**src/rtl/fazyrv_pkg.sv**
```systemverilog
// Shared types and constants for the FazyRV memory arbiter.
//   arb_state_e : arbiter FSM states
//   CON_DONE    : console history pattern that flags a passing run ("DONE")
//   CON_ERR     : console history tail that flags a failing run ("ERR")
package fazyrv_pkg;

  typedef enum logic [1:0] {
    IDLE = 2'd0,
    IMEM = 2'd1,
    DMEM = 2'd2,
    CON  = 2'd3
  } arb_state_e;

  localparam logic [31:0] CON_DONE = 32'h444F_4E45;
  localparam logic [23:0] CON_ERR  = 24'h45_5252;

endpackage

```
**src/rtl/fazyrv_con_sink.sv**
```systemverilog
// Console sink: registers each console byte as a one-cycle pulse, keeps a
// four-byte history and raises sticky pass/fail flags when the history
// spells "DONE" or ends in "ERR".
//   clk_i, rst_in : clock, async active-low reset
//   wr_i          : console write strobe (one cycle per byte)
//   wr_dat_i      : byte being written
//   con_valid_o   : one-cycle pulse after each write
//   con_char_o    : the byte of the latest write
//   done_o, err_o : sticky pass / fail flags
module fazyrv_con_sink
  import fazyrv_pkg::*;
(
  input  logic       clk_i,
  input  logic       rst_in,
  input  logic       wr_i,
  input  logic [7:0] wr_dat_i,
  output logic       con_valid_o,
  output logic [7:0] con_char_o,
  output logic       done_o,
  output logic       err_o
);

  logic [31:0] hist_q;
  logic [31:0] hist_nxt;

  assign hist_nxt = {hist_q[23:0], wr_dat_i};

  always_ff @(posedge clk_i or negedge rst_in) begin
    if (!rst_in) begin
      hist_q      <= '0;
      con_valid_o <= 1'b0;
      con_char_o  <= '0;
      done_o      <= 1'b0;
      err_o       <= 1'b0;
    end else begin
      con_valid_o <= wr_i;
      if (wr_i) begin
        con_char_o <= wr_dat_i;
        hist_q     <= hist_nxt;
        // Flags test the history including the byte just written.
        if (hist_nxt == CON_DONE)      done_o <= 1'b1;
        if (hist_nxt[23:0] == CON_ERR) err_o  <= 1'b1;
      end
    end
  end

endmodule

```
**src/rtl/fazyrv_mem_arb.sv**
```systemverilog
// Arbitrates a fetch port (imem) and a data port (dmem) onto one Wishbone
// memory port, and diverts data accesses with adr[SCRATCH_BIT] set to a
// console sink instead of memory.
//   clk_i, rst_in : clock, async active-low reset
//   imem_*        : fetch master (read only)
//   dmem_*        : data master
//   mem_*         : shared memory slave, word addressed
//   con_*, done_o, err_o : console output and sticky pass/fail flags
//
// state | meaning
// IDLE  | no grant; arbitrate pending requests
// IMEM  | fetch port owns the memory bus
// DMEM  | data port owns the memory bus
// CON   | data port talks to the console; ack this cycle
module fazyrv_mem_arb
  import fazyrv_pkg::*;
#(
  parameter int SCRATCH_BIT = 28,
  parameter int MEM_AW      = 15
) (
  input  logic              clk_i,
  input  logic              rst_in,

  input  logic              imem_cyc_i,
  input  logic              imem_stb_i,
  input  logic [31:0]       imem_adr_i,
  output logic [31:0]       imem_dat_o,
  output logic              imem_ack_o,

  input  logic              dmem_cyc_i,
  input  logic              dmem_stb_i,
  input  logic              dmem_we_i,
  input  logic [3:0]        dmem_be_i,
  input  logic [31:0]       dmem_adr_i,
  input  logic [31:0]       dmem_dat_i,
  output logic [31:0]       dmem_dat_o,
  output logic              dmem_ack_o,

  output logic              mem_cyc_o,
  output logic              mem_stb_o,
  output logic              mem_we_o,
  output logic [3:0]        mem_be_o,
  output logic [MEM_AW-1:0] mem_adr_o,
  output logic [31:0]       mem_dat_o,
  input  logic [31:0]       mem_dat_i,
  input  logic              mem_ack_i,

  output logic              con_valid_o,
  output logic [7:0]        con_char_o,
  output logic              done_o,
  output logic              err_o
);

  arb_state_e state_q, state_d;
  logic       last_dmem_q;
  logic       ireq, dreq, pick_dmem;
  logic       con_wr;
  logic       unused_adr;

  assign ireq = imem_cyc_i & imem_stb_i;
  assign dreq = dmem_cyc_i & dmem_stb_i;

  // Only the word-address slice and the console bit are decoded.
  assign unused_adr = ^{imem_adr_i, dmem_adr_i};

  always_ff @(posedge clk_i or negedge rst_in) begin
    if (!rst_in) begin
      state_q     <= IDLE;
      last_dmem_q <= 1'b0;
    end else begin
      state_q <= state_d;
      if (state_q == IDLE && state_d != IDLE) last_dmem_q <= (state_d != IMEM);
    end
  end

  always_comb begin
    state_d    = state_q;
    pick_dmem  = 1'b0;
    mem_cyc_o  = 1'b0;
    mem_stb_o  = 1'b0;
    mem_we_o   = 1'b0;
    mem_be_o   = '0;
    mem_adr_o  = '0;
    mem_dat_o  = '0;
    imem_ack_o = 1'b0;
    dmem_ack_o = 1'b0;
    imem_dat_o = mem_dat_i;
    dmem_dat_o = mem_dat_i;
    con_wr     = 1'b0;

    unique case (state_q)
      IDLE: begin
        // On a tie the port that did not win last time gets the bus.
        pick_dmem = (ireq && dreq) ? !last_dmem_q : dreq;
        if (ireq || dreq) begin
          if (pick_dmem) state_d = dmem_adr_i[SCRATCH_BIT] ? CON : DMEM;
          else           state_d = IMEM;
        end
      end
      IMEM: begin
        mem_cyc_o  = imem_cyc_i;
        mem_stb_o  = imem_stb_i;
        mem_be_o   = 4'hF;
        mem_adr_o  = imem_adr_i[MEM_AW+1:2];
        imem_ack_o = imem_cyc_i & mem_ack_i;
        // A dropped cycle aborts without re-arbitrating this cycle.
        if (!imem_cyc_i || mem_ack_i) state_d = IDLE;
      end
      DMEM: begin
        mem_cyc_o  = dmem_cyc_i;
        mem_stb_o  = dmem_stb_i;
        mem_we_o   = dmem_we_i;
        mem_be_o   = dmem_be_i;
        mem_adr_o  = dmem_adr_i[MEM_AW+1:2];
        mem_dat_o  = dmem_dat_i;
        dmem_ack_o = dmem_cyc_i & mem_ack_i;
        if (!dmem_cyc_i || mem_ack_i) state_d = IDLE;
      end
      CON: begin
        dmem_dat_o = '0;
        dmem_ack_o = dmem_cyc_i;
        con_wr     = dmem_cyc_i & dmem_we_i;
        state_d    = IDLE;
      end
      default: state_d = IDLE;
    endcase
  end

  fazyrv_con_sink u_con_sink (
    .clk_i       (clk_i),
    .rst_in      (rst_in),
    .wr_i        (con_wr),
    .wr_dat_i    (dmem_dat_i[7:0]),
    .con_valid_o (con_valid_o),
    .con_char_o  (con_char_o),
    .done_o      (done_o),
    .err_o       (err_o)
  );

endmodule

```
**config.mk**
```make
export PLATFORM = sky130hd
export DESIGN_NAME = fazyrv_mem_arb
export DESIGN_NICKNAME = d
export VERILOG_FILES = /design/src/rtl/fazyrv_pkg.sv /design/src/rtl/fazyrv_con_sink.sv /design/src/rtl/fazyrv_mem_arb.sv
export SDC_FILE = /design/constraint.sdc
export NUM_CORES = 1
export LEC_CHECK = 0
export ABC_AREA = 1
export BUFFER_PORTS_ARGS = -buffer_cell sky130_fd_sc_hd__buf_2
export CAP_MARGIN = 20
export CORE_AREA = 2 2 104 106
export CTS_CLUSTER_DIAMETER = 200
export DETAILED_ROUTE_END_ITERATION = 8
export DIE_AREA = 0 0 106 108
export GPL_ROUTABILITY_DRIVEN = 0
export PLACE_DENSITY_LB_ADDON = 0.25
export SKIP_LAST_GASP = 1
export SLEW_MARGIN = 20
export SYNTH_ARGS = -nofsm -noshare
export SYNTH_HDL_FRONTEND = slang
export SYNTH_SLANG_ARGS = --single-unit
export TNS_END_PERCENT = 10
```
**constraint.sdc**
```tcl
create_clock -name clk_i -period 1.9 [get_ports clk_i]
set_clock_uncertainty 0.1 [all_clocks]
set_input_delay 0 -clock clk_i [delete_from_list [all_inputs] [get_ports clk_i]]
set_output_delay 0 -clock clk_i [all_outputs]
set_load 0.02 [all_outputs]
```
== Yosys cells after proc, flatten, opt, wreduce, memory -nomap -nowiden ==
Cells that the tools add are included.

* Eq/ne operators: 6
* Multiplexer cells: 17
* Bitwise gates (word level): 5
* Reductions and logical operators: 12

{| class="wikitable"
|+ Operator list
! kind !! number
|-
| 32-bit 2-to-1 mux || 2
|-
| 32-bit by 31-bit == test with 1-bit output, second input constant || 1
|-
| 15-bit case mux with 2 select lines || 1
|-
| 24-bit by 23-bit == test with 1-bit output, second input constant || 1
|-
| 2-bit 2-to-1 mux || 4
|-
| 2-bit case mux with 4 select lines || 1
|-
| 4-bit case mux with 2 select lines || 1
|-
| 1-bit case mux with 2 select lines || 3
|-
| 1-bit AND || 5
|-
| 1-bit 2-to-1 mux || 5
|-
| 2-bit == test, second input constant || 2
|-
| 2-bit AND reduction || 2
|-
| 1-bit zero test || 3
|-
| 1-bit logical OR || 3
|-
| 2-bit by 1-bit == test with 1-bit output, second input constant || 1
|-
| 1-bit logical AND || 2
|-
| 2-bit zero test || 1
|-
| 2-bit by 1-bit inequality test with 1-bit output, second input constant || 1
|-
| 2-bit nonzero test || 1
|}

* Register bits after elaboration: 38
* Bits of input ports: 140
* Output and inout port bits: 131
* Logic and storage cells: 47

== Logic depth before layout (Yosys ltp) ==
* Word-level depth: 8
* Mapped depth: 9
* Mapped depth without buffers: 7

== Modules after synthesis ==
From an unflattened synthesis, not the netlist that was laid out.

* Cell total of the unflattened synthesis: 425
* Area, all modules: 2562.5 sq um

{| class="wikitable"
|+ Modules (own cells, without submodules)
! module !! times used !! cells an instance !! area an instance (sq um) !! sequential area each (sq um)
|-
| fazyrv_mem_arb || 1 || 272 || 1342.5 || 75.1
|-
| fazyrv_con_sink || 1 || 153 || 1219.9 || 675.6
|}

== Worst setup path after synthesis ==
Ideal clock, no wire load.

* Kind: register -> output
* Start: reg state_q[0]
* End: out dmem_ack_o
* Arrival time: 1.409 ns
* Data required time: 1.800 ns
* Setup slack: 0.391 ns
* Cell stages (with the launch flop): 6
* Buffers on the path: 1
* Cells stage by stage: dfrtp_1 inv_1 ha_1 buf_2 inv_1 o31ai_1

* Longest elaborated chain between the ends: 2
* Elaborated cells on any way between the ends: 3
* Those cells by class: 2 x eq/ne; 1 x mux

{| class="wikitable"
|+ Ends and longest elaborated chain
! element !! line !! source
|-
| start, declared || fazyrv_mem_arb.sv:54 || <nowiki>arb_state_e state_q, state_d;</nowiki>
|-
| start signal, assigned || fazyrv_mem_arb.sv:71 || <nowiki>state_q <= state_d;</nowiki>
|-
| 2-bit == test || fazyrv_mem_arb.sv:91 || <nowiki>unique case (state_q)</nowiki>
|-
| 1-bit case mux with 2 select lines (*) || fazyrv_mem_arb.sv:91 ||
|-
| end, declared || fazyrv_mem_arb.sv:37 || <nowiki>output logic dmem_ack_o,</nowiki>
|}

Every way passes the cells marked *; elsewhere a longest branch is shown, timed or not.

== Worst setup path after layout ==
* Start: reg state_q[0]
* End: out mem_adr_o[7]

* Longest elaborated chain between the ends: 2
* Elaborated cells on any way between the ends: 3
* Those cells by class: 2 x eq/ne; 1 x mux

{| class="wikitable"
|+ Ends and longest elaborated chain
! element !! line !! source
|-
| 2-bit == test or 2-bit by 1-bit == test with 1-bit output (tied branches) || fazyrv_mem_arb.sv:91 ||
|-
| 15-bit case mux with 2 select lines (*) || fazyrv_mem_arb.sv:91 ||
|-
| end, declared || fazyrv_mem_arb.sv:43 || <nowiki>output logic [MEM_AW-1:0] mem_adr_o,</nowiki>
|}

Marked as above.

==> out/metrics.cfg <==
[route]
wl_per_cell_um = 12.0
first_pass_iters = 4
drcViolationCount = 0
drt_wl_total_um = 9310
drt-initial-drc-count = 116
ant_nets = 0
vias = 3106
viasPerCell = 4.01

[synthesis]
async_reset_ff_share_pct = 100
synth_nets = 576
synth_edf_count = 0
synthTopCellsByArea = dfrtp_1, nand2_1, inv_1, buf_4, nor2_1
syn-instance-count = 432
synth-seq-cells = 30
yosysUniqueCellTypes = 20
synthDominantCellAreaShare_pct = 29.4
synth-main-ff-cell = dfrtp_1
syn_area_per_cell_um2 = 5.91
synth_common_cells = nand2_1, inv_1, nor2_1
synthMostInstantiatedCell = nand2_1
ys_seq_area_share_pct = 29.4
netlist_area_um2 = 2550
yosysWarnings = 0
synth_largest_area_cell = dfrtp_1

[floorplanning]
rows = 37
die-height_um = 108
core_area_um2 = 10200
die_x_um = 106
initial_core_util_pct = 25.0
dieArea_um2 = 11400
io_pins = 271

[cts]
clockBufferDepth = 2
cts.sinks = 30
cts_buffers = 5
cts_root_buffer = clkbuf_8
cts_tree = done
clock_latency_ns = 0.28
clk_pin_slew_ns = 0.06
h-tree-depth = 2

[global_routing]
antenna_found_initial = 8
grt_pass1_wl_um = 14100
grt_max_degree = 53
grt_overflow = 0
track_usage_pct = 15.7
grt_pass1_vias = 2955

[sta]
tightest_slew_ns = 0.654
setup_viol = 0
drv_slew = 0
hold_ws_ns = 0.0690
max-slew-margin-rel_pct = 56.4
fmax_mhz = 529
fin_crit_sh_pct = 99.6
hold_viol = 0
rsz0062_at_grt = true
period_needed_ns = 1.89

[placed_design]
port_buffers = 237
post-dp-hpwl_um = 7500

[pwr]
power.total_uw = 4390
ir_drop_mv = 0.644
p_leak_uw = 0.00258
p_per_area_nw_per_um2 = 1150

[worst_setup_path]
reg2reg_from = state_q[0]
worstPathArrival_ns = 1.79
worstPathRequired_ns = 1.80
rrSetupSlack_ns = 0.24
start_kind = flop
reg2regPathDepth = 6
crit_path_end_kind = output pin
worstReg2RegEnd = u_con_sink.hist_q[23]
critPathMaxFanout = 26
setup.worst_path.class = reg2out

[min_path]
worstHoldStart = imem_cyc_i
hold_end = state_q[1]
hold_path.class = in2reg
hold_depth = 5

[status]
outcome = finished, final reports clean

[cells_and_area]
syn_to_final_growth_pct = 49.3
fin_nets = 778
final_layout_size_suffix_gt1_share_pct = 39.9

[flow_run]
max_cap_violations = 0

cells by family (layout without fill, tap and decap cells):
family / count (synthesis) / in the layout / share of synthesized area (%)
buffers and inverters: 155 / 357 / 29.6
other: 0 / 5 / 0
AND/OR/NAND/NOR: 204 / 204 / 31.2
flip-flops: 30 / 30 / 29.4
AO/OA/AOI/OAI: 39 / 39 / 7.79
adder cells (fa/ha/maj): 4 / 4 / 1.96
metrics by stage:
stage	setup slack, ns	instance area, µm²	instances	TNS [ns]	utilization [%]
floorplan	0.391	2550	432	0	-
global placement	0.264	3580	751	0	35.0
detailed placement	0.211	3580	751	0	35.0
CTS	0.0288	3760	769	0	36.8
global route	-0.0662	3800	770	-0.0852	37.1
finish	0.00813	3810	775	0	37.3
worst max-delay path by stage:
stage / start / end / slack (ns) / depth (start not counted)
detailed placement: state_q[0] / u_con_sink.hist_q[23] / 0.21 / 6
floorplan: state_q[0] / dmem_ack_o / 0.39 / 5
CTS: state_q[0] / mem_adr_o[7] / 0.03 / 6
finish: state_q[0] / mem_adr_o[7] / 0.008 / 6
global placement: state_q[0] / u_con_sink.hist_q[23] / 0.26 / 6
global route: state_q[0] / mem_adr_o[7] / -0.07 / 6
power breakdown:
group,total [µW],switching (µW),internal [µW]
combinational,2830,1850,973
clock,467,215,251
sequential,1100,196,901
critical path, stage by stage, from the launching register on:
cell,delay (ns)
dfrtp_1,0.42
inv_1,0.12
ha_2,0.30
buf_12,0.19
nand2_1,0.06
a21oi_1,0.20
buf_2,0.21
cell usage in the layout, fill, tap and decap left out, types with 2 or more instances in the layout:
master           n
diode_2          5
nand4_1          2
buf_12           2
nor3_1           3
o21ai_1          6
nor2_1          52
buf_4            3
ha_1             3
o21ai_0         11
dlygate4sd3_1   11
buf_2          237
clkbuf_1         2
nand3_1          6
inv_1           96
a21oi_1         19
clkbuf_8         5
nand2_1        139
dfrtp_1         30
sequential cells by signal (all words and copies together) (netlist names):
| name | cells |
|---|---|
| u_con_sink.err_o | 1 |
| u_con_sink.done_o | 1 |
| state_q | 2 |
| u_con_sink.hist_q | 24 |
| last_dmem_q | 1 |
| u_con_sink.con_valid_o | 1 |
per-layer routing:
layer | wire (µm) | share of wire, % | GRT usage, % | vias to the layer above
li1 | - | - | - | 1613
met1 | 3610 | 39 | 16.0 | 1317
met2 | 4530 | 49 | 30.1 | 164
met3 | 1070 | 11 | 6.93 | 8
met4 | 65 | 0.70 | 2.82 | 4
met5 | 37 | 0.40 | 0 | -
final cells by class:
cell class	instances	area (µm²)
Fill cell	1154	6420
Multi-Input combinational cell	247	1060
Tap cell	136	170
Inverter	96	360
Sequential cell	30	751
Antenna cell	5	12.5
Timing Repair Buffer	254	1380
Clock buffer	7	76.3
timing repair:
action / in CTS / in global routing
resized for setup: 0 / 2
setup buffers: 0 / 0
setup endpoints to repair: 0 / 3
hold buffers: 11 / 0
hold endpoints to repair: 41 / 0
Note: power is estimated with default switching activity, not from simulation.
